## config.mk

```make
export PLATFORM = sky130hd
export DESIGN_NAME = ascon_block_packer
export DESIGN_NICKNAME = d
export VERILOG_FILES = /design/src/rtl/ascon_block_packer.sv
export SDC_FILE = /design/constraint.sdc
export NUM_CORES = 1
export LEC_CHECK = 0
export CAP_MARGIN = 20
export CORE_MARGIN = 2
export CORE_UTILIZATION = 45
export CTS_BUF_LIST = sky130_fd_sc_hd__clkbuf_4 sky130_fd_sc_hd__clkbuf_8
export DETAILED_ROUTE_END_ITERATION = 16
export GPL_ROUTABILITY_DRIVEN = 0
export PLACE_DENSITY = 0.69
export SLEW_MARGIN = 40
export SYNTH_ARGS = -nofsm -noshare
export SYNTH_HDL_FRONTEND = slang
export SYNTH_SLANG_ARGS = --single-unit
```

## constraint.sdc

```tcl
create_clock -name clk -period 4.2 [get_ports clk]
set_clock_uncertainty 0.15 [all_clocks]
set_input_delay 0.84 -clock clk [delete_from_list [all_inputs] [get_ports clk]]
set_output_delay 0.84 -clock clk [all_outputs]
set_load 0.01 [all_outputs]
```

## src/rtl/ascon_block_packer.sv

```systemverilog
// rtl/ascon_block_packer.sv - byte-serial AAD+MSG stream packed into 128-bit blocks for ascon_top
module ascon_block_packer #(
    parameter int LEN_W = 16
) (
    input  logic             clk,
    input  logic             reset,
    input  logic             start,
    input  logic             s_valid,
    output logic             s_ready,
    input  logic [7:0]       s_data,
    input  logic             s_last,
    input  logic             s_empty,
    input  logic             ready_for_data,
    output logic             valid_data_in,
    output logic [127:0]     data_in,
    output logic [4:0]       valid_bytes,
    output logic             last_block,
    output logic             EOT,
    output logic             busy,
    output logic [LEN_W-1:0] aad_bytes,
    output logic [LEN_W-1:0] msg_bytes
);

    typedef enum logic [1:0] {ST_IDLE, ST_AAD, ST_MSG, ST_FLUSH} state_t;

    state_t             state_q, state_d;
    logic [127:0]       asm_data_q, asm_data_d;
    logic [4:0]         asm_cnt_q, asm_cnt_d;
    logic               asm_full_q, asm_full_d;
    logic               asm_last_q, asm_last_d;
    logic               asm_eot_q, asm_eot_d;
    logic               out_full_q, out_full_d;
    logic [127:0]       out_data_q, out_data_d;
    logic [4:0]         out_vb_q, out_vb_d;
    logic               out_last_q, out_last_d;
    logic               out_eot_q, out_eot_d;
    logic [LEN_W-1:0]   aad_cnt_q, aad_cnt_d;
    logic [LEN_W-1:0]   msg_cnt_q, msg_cnt_d;

    logic in_seg;
    logic accept;
    logic byte_beat;
    logic seg_end;
    logic close_beat;
    logic load;

    assign in_seg     = (state_q == ST_AAD) || (state_q == ST_MSG);
    assign s_ready    = in_seg && !asm_full_q;
    assign accept     = s_valid && s_ready;
    // an s_empty beat never carries a byte; without s_last it is dropped entirely
    assign byte_beat  = accept && !s_empty;
    assign seg_end    = accept && s_last;
    assign close_beat = seg_end || (byte_beat && (asm_cnt_q == 5'd15));
    assign valid_data_in = out_full_q && ready_for_data;
    assign load       = asm_full_q && (!out_full_q || valid_data_in);

    always_comb begin
        state_d = state_q;
        case (state_q)
            ST_IDLE:  if (start) state_d = ST_AAD;
            ST_AAD:   if (seg_end) state_d = ST_MSG;
            ST_MSG:   if (seg_end) state_d = ST_FLUSH;
            ST_FLUSH: if (valid_data_in && out_eot_q) state_d = ST_IDLE;
            default:  state_d = ST_IDLE;
        endcase
    end

    // load and accept are exclusive: asm_full both enables load and blocks s_ready
    always_comb begin
        asm_data_d = asm_data_q;
        asm_cnt_d  = asm_cnt_q;
        asm_full_d = asm_full_q;
        asm_last_d = asm_last_q;
        asm_eot_d  = asm_eot_q;
        if (load) begin
            asm_data_d = '0;
            asm_cnt_d  = '0;
            asm_full_d = 1'b0;
            asm_last_d = 1'b0;
            asm_eot_d  = 1'b0;
        end else begin
            if (byte_beat) begin
                for (int i = 0; i < 16; i++) begin
                    if (asm_cnt_q == 5'(i)) asm_data_d[127-8*i -: 8] = s_data;
                end
                asm_cnt_d = asm_cnt_q + 5'd1;
            end
            if (close_beat) begin
                asm_full_d = 1'b1;
                asm_last_d = (state_q == ST_AAD) && s_last;
                asm_eot_d  = (state_q == ST_MSG) && s_last;
            end
        end
    end

    always_comb begin
        out_full_d = out_full_q;
        out_data_d = out_data_q;
        out_vb_d   = out_vb_q;
        out_last_d = out_last_q;
        out_eot_d  = out_eot_q;
        if (load) begin
            out_full_d = 1'b1;
            out_data_d = asm_data_q;
            out_vb_d   = asm_cnt_q;
            out_last_d = asm_last_q;
            out_eot_d  = asm_eot_q;
        end else if (valid_data_in) begin
            out_full_d = 1'b0;
        end
    end

    always_comb begin
        aad_cnt_d = aad_cnt_q;
        msg_cnt_d = msg_cnt_q;
        if ((state_q == ST_IDLE) && start) begin
            aad_cnt_d = '0;
            msg_cnt_d = '0;
        end else if (byte_beat) begin
            if ((state_q == ST_AAD) && (aad_cnt_q != '1)) aad_cnt_d = aad_cnt_q + 1'b1;
            if ((state_q == ST_MSG) && (msg_cnt_q != '1)) msg_cnt_d = msg_cnt_q + 1'b1;
        end
    end

    always_ff @(posedge clk) begin
        if (reset) begin
            state_q    <= ST_IDLE;
            asm_data_q <= '0;
            asm_cnt_q  <= '0;
            asm_full_q <= 1'b0;
            asm_last_q <= 1'b0;
            asm_eot_q  <= 1'b0;
            out_full_q <= 1'b0;
            out_data_q <= '0;
            out_vb_q   <= '0;
            out_last_q <= 1'b0;
            out_eot_q  <= 1'b0;
            aad_cnt_q  <= '0;
            msg_cnt_q  <= '0;
        end else begin
            state_q    <= state_d;
            asm_data_q <= asm_data_d;
            asm_cnt_q  <= asm_cnt_d;
            asm_full_q <= asm_full_d;
            asm_last_q <= asm_last_d;
            asm_eot_q  <= asm_eot_d;
            out_full_q <= out_full_d;
            out_data_q <= out_data_d;
            out_vb_q   <= out_vb_d;
            out_last_q <= out_last_d;
            out_eot_q  <= out_eot_d;
            aad_cnt_q  <= aad_cnt_d;
            msg_cnt_q  <= msg_cnt_d;
        end
    end

    assign data_in     = out_data_q;
    assign valid_bytes = out_vb_q;
    assign last_block  = out_last_q;
    assign EOT         = out_eot_q;
    assign busy        = (state_q != ST_IDLE);
    assign aad_bytes   = aad_cnt_q;
    assign msg_bytes   = msg_cnt_q;

endmodule
```

-- Word-level counts from Yosys, hierarchy flattened
Index checks and enable logic that the tools add are counted.
- equal/unequal tests: 24
- muxes and demuxes: 7
- reductions and logical operators: 44
- add/subtract/negate cells: 3
- operators with widths (cell ; number):
    5-bit by 4-bit equality test with 1-bit output (second input constant) ; 8
    2-bit AND reduction ; 18
    16-bit by 1-bit adder with 16-bit output (second input constant) ; 2
    16-bit != test (second input constant) ; 2
    5-bit by 3-bit equality test with 1-bit output (second input constant) ; 4
    1-bit logical AND ; 13
    5-bit by 2-bit equality test with 1-bit output (second input constant) ; 2
    2-bit two-way mux ; 4
    2-bit != test (second input constant) ; 4
    2-bit one-hot mux with 4 select lines ; 1
    5-bit by 1-bit adder with 5-bit output (second input constant) ; 1
    5-bit by 1-bit equality test with 1-bit output (second input constant) ; 1
    5-bit logical NOT ; 1
    2-bit equality test (second input constant) ; 2
    4-bit AND reduction ; 1
    2-bit nonzero test ; 2
    2-bit OR reduction ; 2
    1-bit logical NOT ; 3
    1-bit logical OR ; 3
    2-bit by 1-bit equality test with 1-bit output (second input constant) ; 1
    2-bit logical NOT ; 1
    1-bit two-way mux ; 2
- bits of input ports: 15
- output and inout port bits: 170
- register bits after elaboration: 306
- word-level logic and storage cells: 106

-- Logic depth before layout (Yosys ltp)
Gate-level depths: netlist of run 1.
- depth in word-level cells: 7
- depth in mapped cells: 9
- depth with buffers taken out: 7

-- Worst setup path after synthesis of run 1
Ideal clock, no wire load.
- path kind: input -> register
- start point: in s_empty
- end point: reg aad_cnt_q[13], in the netlist aad_bytes[13]
- slack: 1571 ps
- cell stages on the path: 6
- data arrival time: 2408 ps
- required time: 3980 ps
- setup time: 70 ps
- path buffers: 2
- cells stage by stage: nand4bb_1 > buf_4 > or4_1 > clkbuf_2 > or4_1 > a21oi_1
- cells in the longest elaborated chain, start to end: 3
- ends and longest elaborated chain (what ; RTL line ; source):
    start, declared ; 12 ; input logic s_empty,
    1-bit logical NOT ; 51 ; assign byte_beat = accept && !s_empty;
    1-bit logical AND ; 51 ;
    2-bit AND reduction (no source line) ; -- ;
    end signal, assigned ; 152 ; aad_cnt_q <= aad_cnt_d;
    end, declared ; 37 ; logic [LEN_W-1:0] aad_cnt_q, aad_cnt_d;
Every way passes these cells.
A chain may end at the register's enable or synchronous reset.

-- Final worst setup path of run 1
- start point: reg state_q[0]
- end point: out s_ready
- cells in the longest elaborated chain, start to end: 3
- elaborated cells between the ends (all ways): 4
- classes of those cells: eq/ne: 2; reduce/logical: 2
- ends and longest elaborated chain (what ; RTL line ; source):
    start, declared ; 26 ; state_t state_q, state_d;
    start signal, assigned ; 141 ; state_q <= state_d;
    2-bit by 1-bit equality test with 1-bit output / 2-bit equality test (equally long branches) ; 47 ; assign in_seg = (state_q == ST_AAD) || (state_q == ST_MSG);
    1-bit logical OR * ; 47 ;
    1-bit logical AND * ; 48 ; assign s_ready = in_seg && !asm_full_q;
    end, declared ; 9 ; output logic s_ready,
Every way passes the cells marked *; elsewhere a longest branch is shown, timed or not.

==> impl_metrics.prom, run 1 <==
# TYPE chip_impl_metric gauge
chip_impl_metric{name="r2r_setup_slack",unit="ns"} 1.34
chip_impl_metric{name="cts_setup_buffers",unit=""} 0
chip_impl_metric{name="timing.fmax",unit="GHz"} 0.303
chip_impl_info{name="tritoncts",value="done"} 1
chip_impl_info{name="ys_dominant_reg_cell",value="sky130_fd_sc_hd__dfxtp_1"} 1
chip_impl_metric{name="finalSetupViolCount",unit=""} 0
chip_impl_metric{name="syn-mean-instance-area",unit="sq um"} 8.76
chip_impl_metric{name="finalNetCount",unit=""} 1498
chip_impl_metric{name="cts.clk_slew.worst_paths",unit="ns"} 0.06
chip_impl_metric{name="clock_sinks",unit=""} 306
chip_impl_metric{name="placeableCoreArea",unit="sq um"} 25100
chip_impl_info{name="hold_path.class",value="flip-flop to flip-flop"} 1
chip_impl_metric{name="worst_ep_arrival_time",unit="ns"} 2.32
chip_impl_info{name="timing.setup.critical_path_class",value="flip-flop to output pin"} 1
chip_impl_metric{name="vias_per_cell",unit=""} 5.30
chip_impl_info{name="grt_setup_unrepaired",value="no"} 1
chip_impl_metric{name="timing.final.crit_share",unit=""} 0.787
chip_impl_metric{name="total_leakage_power",unit="nW"} 5.62
chip_impl_info{name="hp-start",value="asm_data_q[5]"} 1
chip_impl_metric{name="timing_max_transition_violations_final",unit=""} 0
chip_impl_metric{name="detailroute.via_count",unit=""} 9739
chip_impl_info{name="timing.critical_path.from_type",value="flip-flop"} 1
chip_impl_metric{name="vdd_drop_max",unit="uV"} 288
chip_impl_info{name="synth_top_family_by_area",value="simple AND/OR/NAND/NOR gates"} 1
chip_impl_metric{name="final_layout_size_suffix_gt1_frac",unit=""} 0.0835
chip_impl_metric{name="synth-simple-area-share",unit=""} 0.209
chip_impl_metric{name="first_global_vias",unit=""} 8932
chip_impl_metric{name="wire_length_of_the_first_global_routing_pass",unit="mm"} 47.0
chip_impl_metric{name="detail_route.wl_per_cell",unit="microns"} 16.3
chip_impl_metric{name="starting_density",unit=""} 0.457
chip_impl_metric{name="post-route-min-period",unit="ns"} 3.31
chip_impl_metric{name="synthesis.nets",unit=""} 1336
chip_impl_metric{name="finalSetupTns",unit="ns"} 0
chip_impl_metric{name="final_cells",unit=""} 1839
chip_impl_metric{name="total_of_warnings_raised_by_yosys",unit=""} 0
chip_impl_metric{name="timing.final.ws_setup",unit="ns"} 0.894
chip_impl_metric{name="synthAdderAreaFrac",unit=""} 0.0131
chip_impl_metric{name="detail_route.iter0.violations",unit=""} 703
chip_impl_metric{name="die_x",unit="microns"} 164
chip_impl_metric{name="synthDominantCellAreaShare",unit=""} 0.534
chip_impl_metric{name="drtAntennaViolNets",unit=""} 0
chip_impl_metric{name="placed_cells",unit=""} 1749
chip_impl_metric{name="postRouteWirelength",unit="mm"} 29.9
chip_impl_metric{name="antenna_found_initial",unit=""} 0
chip_impl_metric{name="synth-seq-cells",unit=""} 306
chip_impl_metric{name="worstMarginPinSlew",unit="ns"} 0.768
chip_impl_metric{name="clock_path_buffers",unit=""} 3
chip_impl_metric{name="worst-endpoint-required",unit="ns"} 3.21
chip_impl_metric{name="max_cap_violations",unit=""} 0
chip_impl_metric{name="syn-cell-area",unit="sq um"} 11500
chip_impl_metric{name="initial_drt_pass_iterations",unit=""} 6
chip_impl_metric{name="powerDensity",unit="nW/um^2"} 436
chip_impl_metric{name="placementRows",unit=""} 58
chip_impl_metric{name="syn-instance-count",unit=""} 1309
chip_impl_metric{name="crit_fanout",unit=""} 5
chip_impl_info{name="critPathCaptureType",value="output pin"} 1
chip_impl_info{name="ctsRootBufferMaster",value="sky130_fd_sc_hd__clkbuf_8"} 1
chip_impl_info{name="holdPathEnd",value="data_in[5]"} 1
chip_impl_metric{name="hold_depth",unit=""} 2
chip_impl_metric{name="dp_slack",unit="ns"} 0.797
chip_impl_metric{name="global_route.overflow_total",unit=""} 0
chip_impl_metric{name="cts.htree.levels",unit=""} 2
chip_impl_metric{name="ioPinCount",unit=""} 185
chip_impl_metric{name="global_route.usage.total",unit=""} 0.217
chip_impl_metric{name="ff2ff_path_depth",unit=""} 6
chip_impl_info{name="yosys.area.top_type",value="sky130_fd_sc_hd__dfxtp_1"} 1
chip_impl_metric{name="relSlewSlack",unit=""} 0.488
chip_impl_metric{name="yosysUniqueCellTypes",unit=""} 40
chip_impl_metric{name="proportion_of_synthesized_chip_area_in_sequential_cells",unit=""} 0.534
chip_impl_info{name="regToRegEndpoint",value="asm_data_q[58]"} 1
chip_impl_info{name="outcome",value="finished, final reports clean"} 1
chip_impl_metric{name="design.die.area",unit="sq um"} 26800
chip_impl_metric{name="cts.repair.resized",unit=""} 0
chip_impl_metric{name="chipHeight",unit="microns"} 164
chip_impl_metric{name="remaining_drc_errors",unit=""} 0
chip_impl_info{name="yosys-top-cells-area",value="sky130_fd_sc_hd__dfxtp_1, sky130_fd_sc_hd__mux2i_1, sky130_fd_sc_hd__nand2_1, sky130_fd_sc_hd__a21oi_1, sky130_fd_sc_hd__nor2_1"} 1
chip_impl_metric{name="synth.mux.area_fraction",unit=""} 0.108
chip_impl_metric{name="holdWs",unit="ns"} 0.296
chip_impl_metric{name="post_synth_edffs",unit=""} 0
chip_impl_metric{name="total_power",unit="W"} 0.00634
chip_impl_metric{name="pin_count_of_the_biggest_net_entering_global_routing",unit=""} 92
chip_impl_metric{name="antennaDiodeCount",unit=""} 0
chip_impl_metric{name="postCtsHoldBufs",unit=""} 0
chip_impl_metric{name="hold_viol",unit=""} 0
chip_impl_metric{name="place.port_buffers",unit=""} 184
chip_impl_metric{name="synth-compound-area-share",unit=""} 0.0989
chip_impl_metric{name="cts-buffers-inserted",unit=""} 50
chip_impl_info{name="worst_r2r_startpoint",value="state_q[0]"} 1
chip_impl_metric{name="clk-insertion-delay-late",unit="ns"} 0.57
chip_impl_metric{name="synth_async_sr_flop_share",unit=""} 0
chip_impl_metric{name="post_synth_xor_area_fraction",unit=""} 0.00153
chip_impl_metric{name="syn_to_final_growth",unit="%"} 27.0
chip_impl_metric{name="hpwlAfterDp",unit="mm"} 18.6
==> state kept, by name (all words and copies together), names as in the netlist <==
register / flops
asm_data_q: 128
data_in: 128
aad_bytes: 16
msg_bytes: 16
asm_cnt_q: 5
valid_bytes: 5
state_q: 2
EOT: 1
asm_eot_q: 1
asm_full_q: 1
asm_last_q: 1
last_block: 1
out_full_q: 1
==> layout by cell type (no fill, tap or decap), types with 13 or more instances in the layout <==
master	netlist	final
sky130_fd_sc_hd__dfxtp_1	306	306
sky130_fd_sc_hd__nand2_1	305	304
sky130_fd_sc_hd__clkdlybuf4s50_1	0	175
sky130_fd_sc_hd__a21oi_1	172	172
sky130_fd_sc_hd__nor2_1	132	132
sky130_fd_sc_hd__mux2i_1	124	124
sky130_fd_sc_hd__clkbuf_8	0	63
sky130_fd_sc_hd__nand4_1	30	30
sky130_fd_sc_hd__nand3_1	21	21
sky130_fd_sc_hd__or4_1	16	16
sky130_fd_sc_hd__clkbuf_4	0	16
sky130_fd_sc_hd__buf_4	1	14
sky130_fd_sc_hd__inv_1	13	13
==> final cells by class <==
class                           instances  area (sq um)
Clock buffer                           79           987
Clock inverter                         11          62.6
Fill cell                            2265         10500
Inverter                               14          52.6
Multi-Input combinational cell        899          4970
Sequential cell                       306          6130
Tap cell                              330           413
Timing Repair Buffer                  200          1950
==> where the power goes <==
group	internal [W]	total (W)	switching, W
Combinational	0.000180	0.000715	0.000535
Sequential	0.00294	0.00297	0.0000339
Clock	0.00150	0.00266	0.00116
Total	0.00461	0.00634	0.00173
==> stage by stage <==
stage	area, sq um	utilization
6_report	14600	0.580
5_1_grt	14600	0.580
4_1_cts	14600	0.580
3_5_place_dp	13500	0.538
3_3_place_gp	13500	0.539
2_1_floorplan	11500	-
==> cell usage after synthesis, types with 2 or more instances <==
cell type and n:
sky130_fd_sc_hd__nand2_1 305, sky130_fd_sc_hd__o21ai_0 12, sky130_fd_sc_hd__mux2i_1 124, sky130_fd_sc_hd__o41ai_1 2, sky130_fd_sc_hd__nand4_1 30, sky130_fd_sc_hd__and4_1 9
sky130_fd_sc_hd__and3_1 5, sky130_fd_sc_hd__a21oi_1 172, sky130_fd_sc_hd__inv_1 13, sky130_fd_sc_hd__o311ai_0 2, sky130_fd_sc_hd__dfxtp_1 306, sky130_fd_sc_hd__nand2b_1 5
sky130_fd_sc_hd__nor4_1 3, sky130_fd_sc_hd__ha_1 12, sky130_fd_sc_hd__o211ai_1 4, sky130_fd_sc_hd__buf_1 5, sky130_fd_sc_hd__xor2_1 2, sky130_fd_sc_hd__nand3_1 21
sky130_fd_sc_hd__or4_1 16, sky130_fd_sc_hd__o31ai_1 10, sky130_fd_sc_hd__and2_1 2, sky130_fd_sc_hd__nor2b_1 5, sky130_fd_sc_hd__a211oi_1 4, sky130_fd_sc_hd__nor4_2 3
sky130_fd_sc_hd__buf_2 3, sky130_fd_sc_hd__clkbuf_1 80, sky130_fd_sc_hd__nor2_1 132, sky130_fd_sc_hd__or3_1 10
==> critical path: stages (launching register included) <==
cell and delay, ns:
sky130_fd_sc_hd__dfxtp_1 0.38, sky130_fd_sc_hd__inv_1 0.10, sky130_fd_sc_hd__ha_1 0.37, sky130_fd_sc_hd__nor2b_1 0.32, sky130_fd_sc_hd__clkdlybuf4s50_1 0.60
==> worst max path at each step <==
stage / startpoint / endpoint / slack, ns / depth (start not counted)
6_report: state_q[0] / s_ready / 0.89 / 4
5_1_grt: state_q[0] / s_ready / 0.75 / 4
4_1_cts: state_q[0] / s_ready / 0.89 / 4
3_5_place_dp: s_valid / asm_data_q[116] / 0.80 / 5
3_3_place_gp: s_valid / asm_data_q[126] / 0.83 / 5
2_1_floorplan: s_empty / aad_bytes[13] / 1.57 / 6
==> layer usage <==
metal / part of all wire / global-route usage / vias to the layer above
li1: - / - / 4756
met1: 0.46 / 0.301 / 4640
met2: 0.47 / 0.351 / 313
met3: 0.062 / 0.0394 / 30
met4: 0.010 / 0.0538 / 0
met5: 0 / 0 / -
==> cells by family after synthesis <==
family	count (synthesis)
compound gates	211
xor+xnor	2
fa+ha+maj	12
buf+inv	104
flops	306
mux	124
simple gates	550
Note: power is estimated with default switching activity, not from simulation.
==> run 2: changes to the inputs <==
--- a/config.mk
+++ b/config.mk
@@ -11,7 +11,7 @@
 export CTS_BUF_LIST = sky130_fd_sc_hd__clkbuf_4 sky130_fd_sc_hd__clkbuf_8
 export DETAILED_ROUTE_END_ITERATION = 16
 export GPL_ROUTABILITY_DRIVEN = 0
-export PLACE_DENSITY = 0.69
+export PLACE_DENSITY = 0.72
 export SLEW_MARGIN = 40
 export SYNTH_ARGS = -nofsm -noshare
 export SYNTH_HDL_FRONTEND = slang
==> constraint.sdc (replaced) <==
create_clock -name clk -period 3 [get_ports clk]
set_clock_uncertainty 0.15 [all_clocks]
set_input_delay 0.6 -clock clk [delete_from_list [all_inputs] [get_ports clk]]
set_output_delay 0.6 -clock clk [all_outputs]
set_load 0.01 [all_outputs]
==> run 2 against run 1 <==
  * Die area unchanged
  * Via count rose by 1.0%
  * Non-clock buffer count is 21 higher
  * Sequential cell count unchanged
  * Critical path type unchanged
  * Largest cell class unchanged
  * Highest routed layer unchanged
==> impl_metrics.prom, run 2 (synthesized netlist as in run 1, its figures left out) <==
# TYPE chip_impl_metric gauge
chip_impl_metric{name="r2r_setup_slack",unit="ns"} 0.49
chip_impl_metric{name="detailroute.via_count",unit=""} 9836
chip_impl_metric{name="cts.repair.resized",unit=""} 1
chip_impl_metric{name="relSlewSlack",unit=""} 0.562
chip_impl_metric{name="cts.htree.levels",unit=""} 2
chip_impl_metric{name="place.port_buffers",unit=""} 184
chip_impl_info{name="tritoncts",value="done"} 1
chip_impl_info{name="critPathCaptureType",value="output pin"} 1
chip_impl_info{name="grt_setup_unrepaired",value="no"} 1
chip_impl_metric{name="max_cap_violations",unit=""} 0
chip_impl_metric{name="first_global_vias",unit=""} 9063
chip_impl_metric{name="antenna_found_initial",unit=""} 0
chip_impl_metric{name="detail_route.iter0.violations",unit=""} 842
chip_impl_metric{name="finalSetupViolCount",unit=""} 0
chip_impl_metric{name="clock_path_buffers",unit=""} 3
chip_impl_metric{name="timing.final.crit_share",unit=""} 0.946
chip_impl_metric{name="placementRows",unit=""} 58
chip_impl_metric{name="starting_density",unit=""} 0.457
chip_impl_metric{name="final_layout_size_suffix_gt1_frac",unit=""} 0.0879
chip_impl_info{name="hold_path.class",value="flip-flop to flip-flop"} 1
chip_impl_metric{name="clk-insertion-delay-late",unit="ns"} 0.55
chip_impl_info{name="outcome",value="finished, final reports clean"} 1
chip_impl_metric{name="design.die.area",unit="sq um"} 26800
chip_impl_metric{name="pin_count_of_the_biggest_net_entering_global_routing",unit=""} 139
chip_impl_metric{name="remaining_drc_errors",unit=""} 0
chip_impl_info{name="crit_path_start",value="state_q[0]"} 1
chip_impl_metric{name="global_route.usage.total",unit=""} 0.218
chip_impl_metric{name="timing.fmax",unit="GHz"} 0.352
chip_impl_metric{name="final_core_util",unit=""} 0.588
chip_impl_metric{name="worstMarginPinSlew",unit="ns"} 0.656
chip_impl_metric{name="powerDensity",unit="nW/um^2"} 602
chip_impl_metric{name="antennaDiodeCount",unit=""} 0
chip_impl_metric{name="cts_setup_buffers",unit=""} 0
chip_impl_metric{name="cts-buffers-inserted",unit=""} 49
chip_impl_metric{name="postCtsHoldBufs",unit=""} 0
chip_impl_metric{name="chipHeight",unit="microns"} 164
chip_impl_metric{name="holdWs",unit="ns"} 0.297
chip_impl_metric{name="hold_viol",unit=""} 0
chip_impl_metric{name="cts.clk_slew.worst_paths",unit="ns"} 0.06
chip_impl_metric{name="drtAntennaViolNets",unit=""} 0
chip_impl_metric{name="global_route.overflow_total",unit=""} 0
chip_impl_metric{name="crit_fanout",unit=""} 5
chip_impl_metric{name="timing_max_transition_violations_final",unit=""} 0
chip_impl_info{name="ctsRootBufferMaster",value="sky130_fd_sc_hd__clkbuf_8"} 1
chip_impl_metric{name="placeableCoreArea",unit="sq um"} 25100
chip_impl_metric{name="die_x",unit="microns"} 164
chip_impl_info{name="crit_end",value="s_ready"} 1
chip_impl_info{name="timing.setup.critical_path_class",value="flip-flop to output pin"} 1
chip_impl_metric{name="detail_route.wl_per_cell",unit="microns"} 16.1
chip_impl_metric{name="ioPinCount",unit=""} 185
chip_impl_metric{name="hpwlAfterDp",unit="mm"} 18.5
chip_impl_metric{name="vdd_drop_max",unit="uV"} 321
chip_impl_metric{name="total_leakage_power",unit="nW"} 5.69
chip_impl_info{name="most_common_cell_after_layout_fill_and_taps_aside",value="sky130_fd_sc_hd__dfxtp_1"} 1
chip_impl_metric{name="worst_ep_arrival_time",unit="ns"} 2.09
chip_impl_metric{name="clock_sinks",unit=""} 306
chip_impl_info{name="mostFrequentLayoutCells",value="sky130_fd_sc_hd__dfxtp_1, sky130_fd_sc_hd__nand2_1, sky130_fd_sc_hd__clkdlybuf4s50_1"} 1
chip_impl_metric{name="syn_to_final_growth",unit="%"} 28.8
chip_impl_info{name="worst_r2r_startpoint",value="state_q[0]"} 1
chip_impl_metric{name="worst-endpoint-required",unit="ns"} 2.25
chip_impl_metric{name="vias_per_cell",unit=""} 5.30
chip_impl_metric{name="finalSetupTns",unit="ns"} 0
chip_impl_info{name="timing.critical_path.from_type",value="flip-flop"} 1
chip_impl_metric{name="postRouteWirelength",unit="mm"} 29.9
chip_impl_metric{name="ff2ff_path_depth",unit=""} 6
chip_impl_info{name="regToRegEndpoint",value="aad_bytes[13]"} 1
chip_impl_metric{name="post-route-min-period",unit="ns"} 2.84
chip_impl_metric{name="wire_length_of_the_first_global_routing_pass",unit="mm"} 47.4
chip_impl_metric{name="initial_drt_pass_iterations",unit=""} 5
chip_impl_metric{name="finalNetCount",unit=""} 1518
run 2: where the power goes:
part | switching (W) | internal [W]
registers | 0.0000473 | 0.00411
logic | 0.000764 | 0.000328
clock network | 0.00158 | 0.00206
total | 0.00239 | 0.00650
run 2: area by class of cell:
cell class	instances	area [sq um]
multi-input cells	899	4980
fillers	2252	10300
flip-flops and latches	306	6130
well taps	330	413
clock inverters	9	75.1
inverters	14	52.6
clock buffers	76	933
repair buffers	221	2190
run 2: worst min path at each step:
stage                          from      endpoint  slack (ns)  cells past startpoint
finish              asm_data_q[115]  data_in[115]        0.30                      2
global route          asm_data_q[0]    data_in[0]        0.32                      2
CTS                 asm_data_q[115]  data_in[115]        0.30                      2
detailed placement   asm_data_q[25]   data_in[25]        0.29                      2
global placement     asm_data_q[33]   data_in[33]        0.29                      2
floorplan            asm_data_q[10]   data_in[10]        0.28                      2
run 2: layer usage:
metal	track usage	wire (microns)
met1	0.294	13600
met5	0	0
met3	0.0401	1780
met4	0.0538	459
met2	0.361	14000
run 2: critical path: stages, from the launching register on:
cell	delay [ns]
sky130_fd_sc_hd__dfxtp_1	0.38
sky130_fd_sc_hd__inv_1	0.12
sky130_fd_sc_hd__ha_4	0.31
sky130_fd_sc_hd__nor2b_4	0.18
sky130_fd_sc_hd__clkdlybuf4s50_1	0.56
run 2: stage by stage:
| stage | instances | area [sq um] | worst slack, ns | total power (W) |
|---|---|---|---|---|
| 2_1_floorplan | 1309 | 11500 | 0.522 | 0.00490 |
| 3_3_place_gp | 1770 | 13700 | 0.222 | 0.00528 |
| 3_5_place_dp | 1770 | 13700 | 0.164 | 0.00529 |
| 4_1_cts | 1855 | 14800 | 0.0469 | 0.00892 |
| 5_1_grt | 1855 | 14800 | 0.0841 | 0.00926 |
| 6_report | 1855 | 14800 | 0.161 | 0.00889 |
